File: config.mk
export PLATFORM = sky130hd
export DESIGN_NAME = draw_datapath
export DESIGN_NICKNAME = d
export VERILOG_FILES = /design/src/rtl/draw_datapath.sv
export SDC_FILE = /design/constraint.sdc
export NUM_CORES = 1
export LEC_CHECK = 0
export BUFFER_PORTS_ARGS = -buffer_cell sky130_fd_sc_hd__buf_2
export CORE_ASPECT_RATIO = 0.75
export CORE_MARGIN = 2
export CORE_UTILIZATION = 59
export DETAILED_ROUTE_END_ITERATION = 7
export PLACE_DENSITY_LB_ADDON = 0.08
export SLEW_MARGIN = 20
export SYNTH_ARGS = -nofsm -noshare
export SYNTH_HDL_FRONTEND = slang
export SYNTH_SLANG_ARGS = --single-unit
File: constraint.sdc
create_clock -name clk -period 3 [get_ports clk]
set_clock_uncertainty 0.05 [all_clocks]
set_input_delay 0.6 -clock clk [delete_from_list [all_inputs] [get_ports clk]]
set_output_delay 0.6 -clock clk [all_outputs]
set_load 0.02 [all_outputs]
File: src/rtl/draw_datapath.sv
// Pixel-streaming datapath for the game's draw commands: bird, wall, clear.
// One scan slot per cycle; skipped slots hold plot low but still take their cycle.
module draw_datapath #(
  parameter int unsigned BIRD_X      = 20,
  parameter int unsigned BIRD_SIZE   = 4,
  parameter int unsigned WALL_W      = 8,
  parameter int unsigned GAP_H       = 40,
  parameter logic [2:0]  BG_COLOUR   = 3'b011,
  parameter logic [2:0]  BIRD_COLOUR = 3'b110,
  parameter logic [2:0]  WALL_COLOUR = 3'b010
) (
  input  logic       clk,
  input  logic       resetn,
  input  logic [3:0] cmd,
  input  logic       cmd_valid,
  output logic       cmd_ready,
  input  logic [6:0] bird_y,
  input  logic [7:0] wall_x,
  input  logic [6:0] gap_y,
  output logic [7:0] x,
  output logic [6:0] y,
  output logic [2:0] colour,
  output logic       plot,
  output logic       done
);

  typedef enum logic {S_IDLE, S_RUN} state_e;
  typedef enum logic [2:0] {
    OP_NOP, OP_DRAW_BIRD, OP_ERASE_BIRD, OP_DRAW_WALL, OP_ERASE_WALL, OP_CLEAR
  } op_e;

  function automatic op_e decode(input logic [3:0] code);
    case (code)
      4'b1111: return OP_DRAW_WALL;
      4'b1110: return OP_DRAW_BIRD;
      4'b1100: return OP_ERASE_WALL;
      4'b1101: return OP_ERASE_BIRD;
      4'b0001: return OP_CLEAR;
      default: return OP_NOP;
    endcase
  endfunction

  state_e     state_q;
  op_e        op_q;
  logic [6:0] bird_y_q;
  logic [7:0] wall_x_q;
  logic [6:0] gap_y_q;
  logic [7:0] col_q;
  logic [6:0] row_q;
  logic       fin_q;
  logic       ready_q;
  logic       plot_q;
  logic       done_q;
  logic [7:0] x_q;
  logic [6:0] y_q;
  logic [2:0] colour_q;

  logic [7:0] col_last;
  logic [6:0] row_last;
  logic [7:0] pix_x;
  logic [6:0] pix_y;
  logic [2:0] pix_colour;
  logic       pix_on;
  logic [7:0] bird_row;
  logic [8:0] wall_col;
  logic [7:0] gap_end;
  logic       in_gap;

  // NOTE: every always_comb output gets a default first so no path leaves it unassigned (no latch).
  always_comb begin
    col_last   = 8'd0;
    row_last   = 7'd0;
    pix_x      = col_q;
    pix_y      = row_q;
    pix_colour = BG_COLOUR;
    pix_on     = 1'b0;
    bird_row   = {1'b0, bird_y_q} + {1'b0, row_q};
    wall_col   = {1'b0, wall_x_q} + {1'b0, col_q};
    gap_end    = {1'b0, gap_y_q} + 8'(GAP_H);
    in_gap     = ({1'b0, row_q} >= {1'b0, gap_y_q}) && ({1'b0, row_q} < gap_end);
    case (op_q)
      OP_DRAW_BIRD, OP_ERASE_BIRD: begin
        col_last   = 8'(BIRD_SIZE - 1);
        row_last   = 7'(BIRD_SIZE - 1);
        pix_x      = 8'(BIRD_X) + col_q;
        pix_y      = bird_row[6:0];
        pix_colour = (op_q == OP_DRAW_BIRD) ? BIRD_COLOUR : BG_COLOUR;
        pix_on     = (bird_row <= 8'd119);
      end
      OP_DRAW_WALL, OP_ERASE_WALL: begin
        col_last   = 8'(WALL_W - 1);
        row_last   = 7'd119;
        pix_x      = wall_col[7:0];
        pix_colour = (op_q == OP_DRAW_WALL) ? WALL_COLOUR : BG_COLOUR;
        // Columns past the right edge are dropped rather than wrapped.
        pix_on     = (wall_col < 9'd160) && !((op_q == OP_DRAW_WALL) && in_gap);
      end
      OP_CLEAR: begin
        col_last = 8'd159;
        row_last = 7'd119;
        pix_on   = 1'b1;
      end
      default: ;
    endcase
  end

  // NOTE: sequential state uses non-blocking assignments so every register samples pre-edge values.
  always_ff @(posedge clk or negedge resetn) begin
    if (!resetn) begin
      state_q  <= S_IDLE;
      op_q     <= OP_NOP;
      bird_y_q <= '0;
      wall_x_q <= '0;
      gap_y_q  <= '0;
      col_q    <= '0;
      row_q    <= '0;
      fin_q    <= 1'b0;
      ready_q  <= 1'b1;
      plot_q   <= 1'b0;
      done_q   <= 1'b0;
      x_q      <= '0;
      y_q      <= '0;
      colour_q <= '0;
    end else begin
      plot_q <= 1'b0;
      done_q <= 1'b0;
      case (state_q)
        S_IDLE: begin
          if (cmd_valid) begin
            state_q  <= S_RUN;
            op_q     <= decode(cmd);
            bird_y_q <= bird_y;
            wall_x_q <= wall_x;
            gap_y_q  <= gap_y;
            col_q    <= '0;
            row_q    <= '0;
            fin_q    <= (decode(cmd) == OP_NOP);
            ready_q  <= 1'b0;
          end
        end
        S_RUN: begin
          if (fin_q) begin
            state_q <= S_IDLE;
            fin_q   <= 1'b0;
            done_q  <= 1'b1;
            ready_q <= 1'b1;
          end else begin
            plot_q <= pix_on;
            // Pixel outputs only move on a real write so they stay stable while plot is low.
            if (pix_on) begin
              x_q      <= pix_x;
              y_q      <= pix_y;
              colour_q <= pix_colour;
            end
            if ((col_q == col_last) && (row_q == row_last)) begin
              fin_q <= 1'b1;
            end else if (col_q == col_last) begin
              col_q <= '0;
              row_q <= row_q + 7'd1;
            end else begin
              col_q <= col_q + 8'd1;
            end
          end
        end
        default: state_q <= S_IDLE;
      endcase
    end
  end

  assign cmd_ready = ready_q;
  assign plot      = plot_q;
  assign done      = done_q;
  assign x         = x_q;
  assign y         = y_q;
  assign colour    = colour_q;

endmodule
=== Word-level counts from Yosys, hierarchy flattened ===
Index checks and enable logic that the tools add are counted.

* Flip-flop bits (word level): 63
* Input bits: 29

* $add $sub $neg: 6
* Bitwise gates (word level): 2
* Mux-type cells: 35
* Reduce and logical (&&, ||, !) cells: 14
* Equal/unequal tests: 17
* $lt $le $gt $ge: 4

{| class="wikitable"
|+ Operators by type and width
! kind !! number
|-
| 7-bit two-way mux || 5
|-
| 8-bit two-way mux || 4
|-
| 8-bit case mux with 2 select lines || 2
|-
| 7-bit case mux with 2 select lines || 2
|-
| 8-bit case mux with 3 select lines || 1
|-
| 4-bit == test, second input constant || 4
|-
| 3-bit case mux with 5 select lines || 1
|-
| 1-bit two-way mux || 12
|-
| 8-bit by 8-bit adder with 9-bit output || 1
|-
| 9-bit by 8-bit less-than comparator with 1-bit output, second input constant || 1
|-
| 3-bit two-way mux || 3
|-
| 5-bit by 8-bit adder with 8-bit output, first input constant || 1
|-
| 7-bit by 6-bit adder with 8-bit output, second input constant || 1
|-
| 7-bit by 7-bit adder with 8-bit output || 1
|-
| 8-bit by 1-bit adder with 8-bit output, second input constant || 1
|-
| 8-bit == test || 1
|-
| 8-bit by 7-bit less-or-equal comparator with 1-bit output, second input constant || 1
|-
| 7-bit by 8-bit less-than comparator with 1-bit output || 1
|-
| 7-bit by 1-bit adder with 7-bit output, second input constant || 1
|-
| 7-bit == test || 1
|-
| 7-bit >= comparator || 1
|-
| 3-bit by 2-bit == test with 1-bit output, second input constant || 2
|-
| 3-bit == test, second input constant || 2
|-
| 2-bit inequality test, second input constant || 3
|-
| 15 further kinds || 25
|}

=== Longest topological paths before layout ===
Gate-level depths: netlist of run 1.

* Depth after elaboration: 9
* Gate-level depth with buffers: 11
* Depth with buffers taken out: 10

=== Worst setup path before layout of run 1 ===
Ideal clock, no wire load.

* Path type: register -> register
* Start: reg col_q[0]
* End: reg colour_q[2], in the netlist colour[2]
* Period minus slack after synthesis: 2.721 ns
* Stages on the path, launching flop included: 12
* Setup slack: 0.279 ns
* Data arrival time: 2.543 ns
* Required time: 2.822 ns
* Path through: dfrtp_1 -> ha_1 -> inv_1 -> fa_1 -> nor2b_1 -> o31a_1 -> o211a_1 -> nor4_1 -> a32oi_1 -> inv_2 -> buf_2 -> mux2_1

* Word-level cells in the longest chain between the ends: 5

{| class="wikitable"
|+ RTL lines
! what !! line !! RTL
|-
| from (decl) || 48 || <nowiki>logic [7:0] col_q;</nowiki>
|-
| from (signal assigned) || 161 || <nowiki>col_q <= col_q + 8'd1;</nowiki>
|-
| 8-bit by 8-bit adder with 9-bit output || 78 || <nowiki>wall_col = {1'b0, wall_x_q} + {1'b0, col_q};</nowiki>
|-
| 9-bit by 8-bit less-than comparator with 1-bit output || 96 || <nowiki>pix_on = (wall_col < 9'd160) && !((op_q == OP_DRAW_WALL) && in_gap);</nowiki>
|-
| 1-bit logical AND || 96 ||
|-
| 1-bit case mux with 3 select lines || 81 || <nowiki>case (op_q)</nowiki>
|-
| 3-bit AND reduction (no source line) || - ||
|-
| to (signal assigned) || 153 || <nowiki>colour_q <= pix_colour;</nowiki>
|-
| to (decl) || 56 || <nowiki>logic [2:0] colour_q;</nowiki>
|}

Every way passes these cells.
A chain may end at the register's enable or synchronous reset.

=== Worst setup path in the final report of run 1 ===
* Start: reg row_q[0]
* End: reg y_q[1], in the netlist y[1]

* Word-level cells in the longest chain between the ends: 7
* Elaborated cells between the ends (all ways): 11
* Those cells by class: add/sub: 1; order compare: 3; mux: 2; reduce/logical: 5

{| class="wikitable"
|+ RTL lines
! what !! line !! RTL
|-
| from (decl) || 49 || <nowiki>logic [6:0] row_q;</nowiki>
|-
| from (signal assigned) || 159 || <nowiki>row_q <= row_q + 7'd1;</nowiki>
|-
| branches (longest 7 deep; another with 7-bit by 7-bit adder with 8-bit output) || - ||
|-
| to (signal assigned) || 152 || <nowiki>y_q <= pix_y;</nowiki>
|-
| to (decl) || 55 || <nowiki>logic [6:0] y_q;</nowiki>
|}

Several ways; the timed one is not identified.

==> results.yml, run 1 <==
power:
  p_int_uw: 2800
  p_sw_uw: 2400
  p_sw_share_pct: 46.1
  seqPwrFrac_pct: 28.0
  powerDensity_nw_per_um2: 1090
  p_comb_share_pct: 57.6
  p_leak_uw: 0.00242
  peakVddDrop_mv: 0.435
  p_clk_share_pct: 14.4
yosys:
  ys_types: 67
  synth_edf_count: 0
  syn-num-nets: 517
  syn_area_per_cell_um2: 9.12
  ys.flop_type: "dfrtp_1"
  ys_top_cells_by_count: "nand2_1, dfrtp_1, ha_1"
  synth_cells: 456
  synth_largest_area_cell: "dfrtp_1"
  synth.ff_latch_count: 63
  muxShareOfSynthArea_pct: 5.26
  synth_fa_ha_area_share_pct: 9.99
  synth-xor-area-share_pct: 2.95
  synth-seq-area-share_pct: 37.9
  async_reset_ff_share_pct: 100
  syn_area_um2: 4160
  synth_top_area_share_pct: 37.3
  yosys.cell_count.top_type: "nand2_1"
  yosysWarnings: 0
  synth_top_family_by_area: "simple AND/OR/NAND/NOR gates"
  yosys.area_share.simple_pct: 20.2
  synthTopCellsByArea: "dfrtp_1, ha_1, nand2_1"
  synth_compound_area_share_pct: 19.3
place:
  portBuffers: 49
  dp_slack_ns: 0.0362
  hpwl_mm: 7.62
  place_congestion: 0.962
cts:
  clkTransAtPathRegs_ns: 0.07
  cts-root-buf: "clkbuf_8"
  insertion_delay_ns: 0.35
  clockBufferDepth: 2
  cts_made_buffers: 9
  post-cts-setup-buffers: 0
  holdBufCountCts: 0
  cts_sinks: 63
  post_cts_resized: 0
  cts_tree: "done"
  htree_num_levels: 3
detailed_routing:
  vias_per_cell: 6.02
  drc: 0
  firstDrtPassIters: 5
  drt_iter0_markers: 212
  vias: 3652
  detail_route.wl_per_cell_um: 16.8
  drt-total-wl_mm: 10.2
  postRouteAntennaNets: 0
run_status:
  status: "completed"
timing:
  rsz0062_at_grt: "false"
  hold_violations: 0
  slew_headroom_pct: 52.6
  min_period_ns: 2.85
  min_period_over_period_pct: 95.1
  finalSetupViolCount: 0
  tns_ns: 0
  timing.final.ws_setup_ns: 0.148
  worst_pin_slew_ns: 0.707
  max_freq_mhz: 351
  maxSlewViolCount: 0
grt:
  grt_max_degree: 25
  grt_pass1_wl_mm: 17.2
  grt_overflow: 0
  first_global_vias: 3501
  antenna_found_initial: 0
  track_usage_pct: 28.7
worst_setup_path:
  path_depth: 10
  cp_cell_sequence: "ha_1 -> inv_1 -> fa_1 -> nor2b_1 -> o31a_1 -> o311ai_0 -> nand4_1 -> a32oi_2 -> inv_4 -> mux2_1"
  critPathKind: "flop to flop"
  required_ns: 3.19
  r2r-start: "row_q[0]"
  crit_start: "row_q[0]"
  crit_path_end_kind: "flop"
  r2r_end: "y[1]"
  arrival_ns: 3.04
  r2r_slack_ns: 0.15
  cpLargestDelayFamily: "compound AO/OA/AOI/OAI gates"
  critPathBufInv: 2
  critPathSlowestCell: "dfrtp_2"
  start_kind: "flop"
  max_stage_delay_ns: 0.45
  reg2reg_depth: 10
  worst-path-max-fanout: 18
min_path:
  hp-class: "input pin to asynchronous set/reset pin"
finish:
  diodes: 0
  area_growth_pct: 15.0
  fillers: 567
  final_nets: 579
  drive_gt1_share_pct: 18.5
floorplanning:
  die_x_um: 101
  initial_core_util_pct: 60.9
  core_um2: 6830
  num_rows: 26
  num_io_pins: 50
  die_area_um2: 7740
  die_h_um: 76.7
run:
  cap_viol_max_count: 0
[cell type report]
cell class | instances | area (um2) | share of cell area, %
clock inverter | 5 | 57.6 | 1.20
timing repair buffer | 68 | 388 | 8.11
multi-input combinational | 350 | 2410 | 50.4
sequential | 63 | 1580 | 33.0
inverter | 26 | 100 | 2.09
clock buffer | 11 | 141 | 2.96
tap | 84 | 105 | 2.20
[metrics by stage]
step                util (%)  power (uW)  hold slack (ns)  area [um2]  std cells
detailed placement      66.9        4370            0.398        4570        591
global placement        66.9        4280            0.398        4570        591
CTS                     69.8        5140            0.150        4770        607
finish                  70.0        5210            0.137        4780        607
global route            70.0        5630            0.156        4780        607
floorplan                  -        3620            0.254        4160        456
[power groups by stage]
stage / registers, uW / clock network, uW / logic (uW)
floorplan: 1490 / 0 / 2130
global route: 1500 / 807 / 3330
global placement: 1440 / 0 / 2830
detailed placement: 1460 / 0 / 2910
finish: 1450 / 752 / 3000
CTS: 1450 / 764 / 2930
[kinds of logic (layout without fill, tap and decap cells)]
family                   count (synthesis)  after routing
multiplexers                            20             20
adder cells (fa/ha/maj)                 32             32
AO/OA/AOI/OAI                          110            110
AND/OR/NAND/NOR                        174            174
flip-flops                              63             63
XOR/XNOR                                14             14
buffers and inverters                   43            110
[how the worst max path moves through the flow]
| stage | endpoint | slack [ns] |
|---|---|---|
| floorplan | colour[2] | 0.28 |
| global placement | y[0] | 0.24 |
| detailed placement | colour[0] | 0.04 |
| CTS | y[1] | 0.05 |
| global route | x[1] | 0.01 |
| finish | y[1] | 0.15 |
[cells in the final DEF (no fill, tap or decap), drive strengths merged, types with 8 or more instances in the layout]
cell type | netlist | final
a21o | 8 | 8
a21oi | 13 | 13
buf | 7 | 68
clkbuf | 10 | 11
dfrtp | 62 | 62
ha | 30 | 30
inv | 26 | 26
mux2 | 15 | 15
nand2 | 86 | 86
nand2b | 11 | 11
nor2 | 27 | 27
nor2b | 8 | 8
o211ai | 10 | 10
o21ai | 26 | 26
xor2 | 9 | 9
[registers in the layout (all words and copies together), names as in the netlist]
name       flops
fin_q          1
colour         3
cmd_ready      1
col_q          8
op_q           3
bird_y_q       7
wall_x_q       8
plot           1
gap_y_q        7
y              7
done           1
row_q          7
state_q        1
x              8
[routing by layer]
layer | global-route usage (%) | part of all wire [%] | up-vias
li1 | - | - | 1771
met1 | 43.7 | 50 | 1721
met2 | 39.9 | 41 | 144
met3 | 8.11 | 7.1 | 16
met4 | 7.43 | 1.4 | 0
met5 | 0 | 0 | -
Power figures use the tool's default switching activity.
==> run 2: changes to the inputs <==
--- a/config.mk
+++ b/config.mk
@@ -6,9 +6,11 @@
 export NUM_CORES = 1
 export LEC_CHECK = 0
 export BUFFER_PORTS_ARGS = -buffer_cell sky130_fd_sc_hd__buf_2
+export CELL_PAD_IN_SITES_DETAIL_PLACEMENT = 0
+export CELL_PAD_IN_SITES_GLOBAL_PLACEMENT = 1
 export CORE_ASPECT_RATIO = 0.75
 export CORE_MARGIN = 2
-export CORE_UTILIZATION = 59
+export CORE_UTILIZATION = 45
 export DETAILED_ROUTE_END_ITERATION = 7
 export PLACE_DENSITY_LB_ADDON = 0.08
 export SLEW_MARGIN = 20
==> constraint.sdc (replaced) <==
create_clock -name clk -period 3 [get_ports clk]
set_clock_uncertainty 0.05 [all_clocks]
set_input_delay 0.6 -clock clk [delete_from_list [all_inputs] [get_ports clk]]
set_output_delay 0.6 -clock clk [all_outputs]
set_load 0.1 [all_outputs]
==> results.yml, run 2 (synthesized netlist as in run 1, its figures left out) <==
run_status:
  status: "completed"
floorplanning:
  die_area_um2: 10000
  initial_core_util_pct: 46.2
  num_rows: 30
  num_io_pins: 50
  die_h_um: 87.3
  core_um2: 9010
  die_x_um: 115
grt:
  use_met2_pct: 30.6
  grt_overflow: 0
  grt.busiest_layer: "met1"
  antenna_found_initial: 0
  track_usage_pct: 22.8
  grt_pass1_wl_mm: 17.5
  first_global_vias: 3342
  grtUsageMet1_pct: 35.5
  grt_max_degree: 37
  met3_usage_pct: 5.92
finish:
  drive_gt1_share_pct: 18.7
  layout_commonest_cell: "nand2_1"
  final_core_util_pct: 54.5
  fillers: 864
  stdcell_area_um2: 4910
  layout_common_cells: "nand2_1, dfrtp_1, buf_2"
  diodes: 0
  final_nets: 582
  area_growth_pct: 18.1
cts:
  htree_num_levels: 3
  clkTransAtPathRegs_ns: 0.05
  cts-root-buf: "clkbuf_16"
  cts_sinks: 63
  cts_made_buffers: 9
  post-cts-setup-buffers: 0
  clockBufferDepth: 2
  cts_tree: "done"
  insertion_delay_ns: 0.34
detailed_routing:
  vias: 3576
  drc: 0
  drt-total-wl_mm: 10.7
  firstDrtPassIters: 4
  vias_per_cell: 5.61
  drt_iter0_markers: 231
  postRouteAntennaNets: 0
  detail_route.wl_per_cell_um: 16.7
timing:
  max_freq_mhz: 357
  rsz0062_at_grt: "false"
  finalSetupViolCount: 0
  tns_ns: 0
  slew_headroom_pct: 39.8
  hold_violations: 0
  min_period_ns: 2.80
  worst_pin_slew_ns: 0.903
  maxSlewViolCount: 0
  timing.final.ws_setup_ns: 0.201
  min_period_over_period_pct: 93.3
place:
  hpwl_mm: 8.15
  portBuffers: 49
  dp_slack_ns: 0.144
  place_congestion: 0.892
  place_area_um2: 4640
worst_setup_path:
  required_ns: 3.16
  arrival_ns: 2.96
  r2r_slack_ns: 0.20
  crit_path_end_kind: "flop"
  critPathKind: "flop to flop"
  start_kind: "flop"
  worst-path-max-fanout: 18
power:
  powerDensity_nw_per_um2: 1230
  p_leak_uw: 0.00249
  peakVddDrop_mv: 0.517
  p_total_uw: 6030
run:
  cap_viol_max_count: 0
min_path:
  hp-class: "input pin to asynchronous set/reset pin"
-- run 2: changes by cell type in the layout (fill, tap and decap cells not counted), moves of 2 or more --
cell,before,now
buf_4,19,21
clkbuf_8,10,1
clkinv_2,1,5
clkbuf_16,0,9
clkinvlp_4,3,0
-- run 2: final cells by class --
cell class                      instances  area [um2]  area share, %
Tap cell                              112         140           2.85
Timing Repair Buffer                   71         423           8.61
Clock inverter                          5        25.0          0.509
Multi-Input combinational cell        350        2410           49.0
Sequential cell                        63        1580           32.1
Inverter                               26         100           2.04
Clock buffer                           10         239           4.86
-- run 2: stage by stage --
step	instances	hold slack, ns
4_1_cts	637	0.297
2_1_floorplan	456	0.254
5_1_grt	637	0.330
3_5_place_dp	622	0.413
6_report	637	0.269
3_3_place_gp	622	0.397
-- run 2: per-layer routing --
layer | routed length, um | up-vias | part of all wire [%]
met4 | 101 | 0 | 0.95
li1 | - | 1767 | -
met2 | 4130 | 105 | 39
met5 | 0 | - | 0
met1 | 5700 | 1695 | 53
met3 | 732 | 9 | 6.9
-- run 2: power breakdown --
group	internal (uW)	leakage, uW	switching, uW
clock	568	0.000138	371
sequential	1180	0.000804	250
combinational	1280	0.00154	2390
-- run 2: final timing paths --
| path | startpoint | to | cells after the start |
|---|---|---|---|
| worst max-delay path | bird_y_q[0] | x[4] | 10 |
| worst min-delay path | resetn | gap_y_q[4] | 1 |
| worst max register to register | bird_y_q[0] | x[4] | 10 |
| worst min register to register | cmd_ready | cmd_ready | 2 |
| max in group asynchronous | resetn | cmd_ready | 2 |
| min in group clk | wall_x[7] | wall_x_q[7] | 3 |
-- run 2: worst max-delay path, cell delays in order (launching register included) --
cell and delay (ns):
dfrtp_1 0.38, ha_1 0.23, inv_1 0.07, fa_1 0.21
nor2b_1 0.08, o31a_1 0.27, o311ai_0 0.42, nand4_1 0.20
a32oi_2 0.27, inv_4 0.16, mux2_1 0.34
-- run 2: timing repair --
item	in CTS	in global routing
gates resized for setup	0	2
hold buffers	0	0
endpoints found under the setup margin	0	14
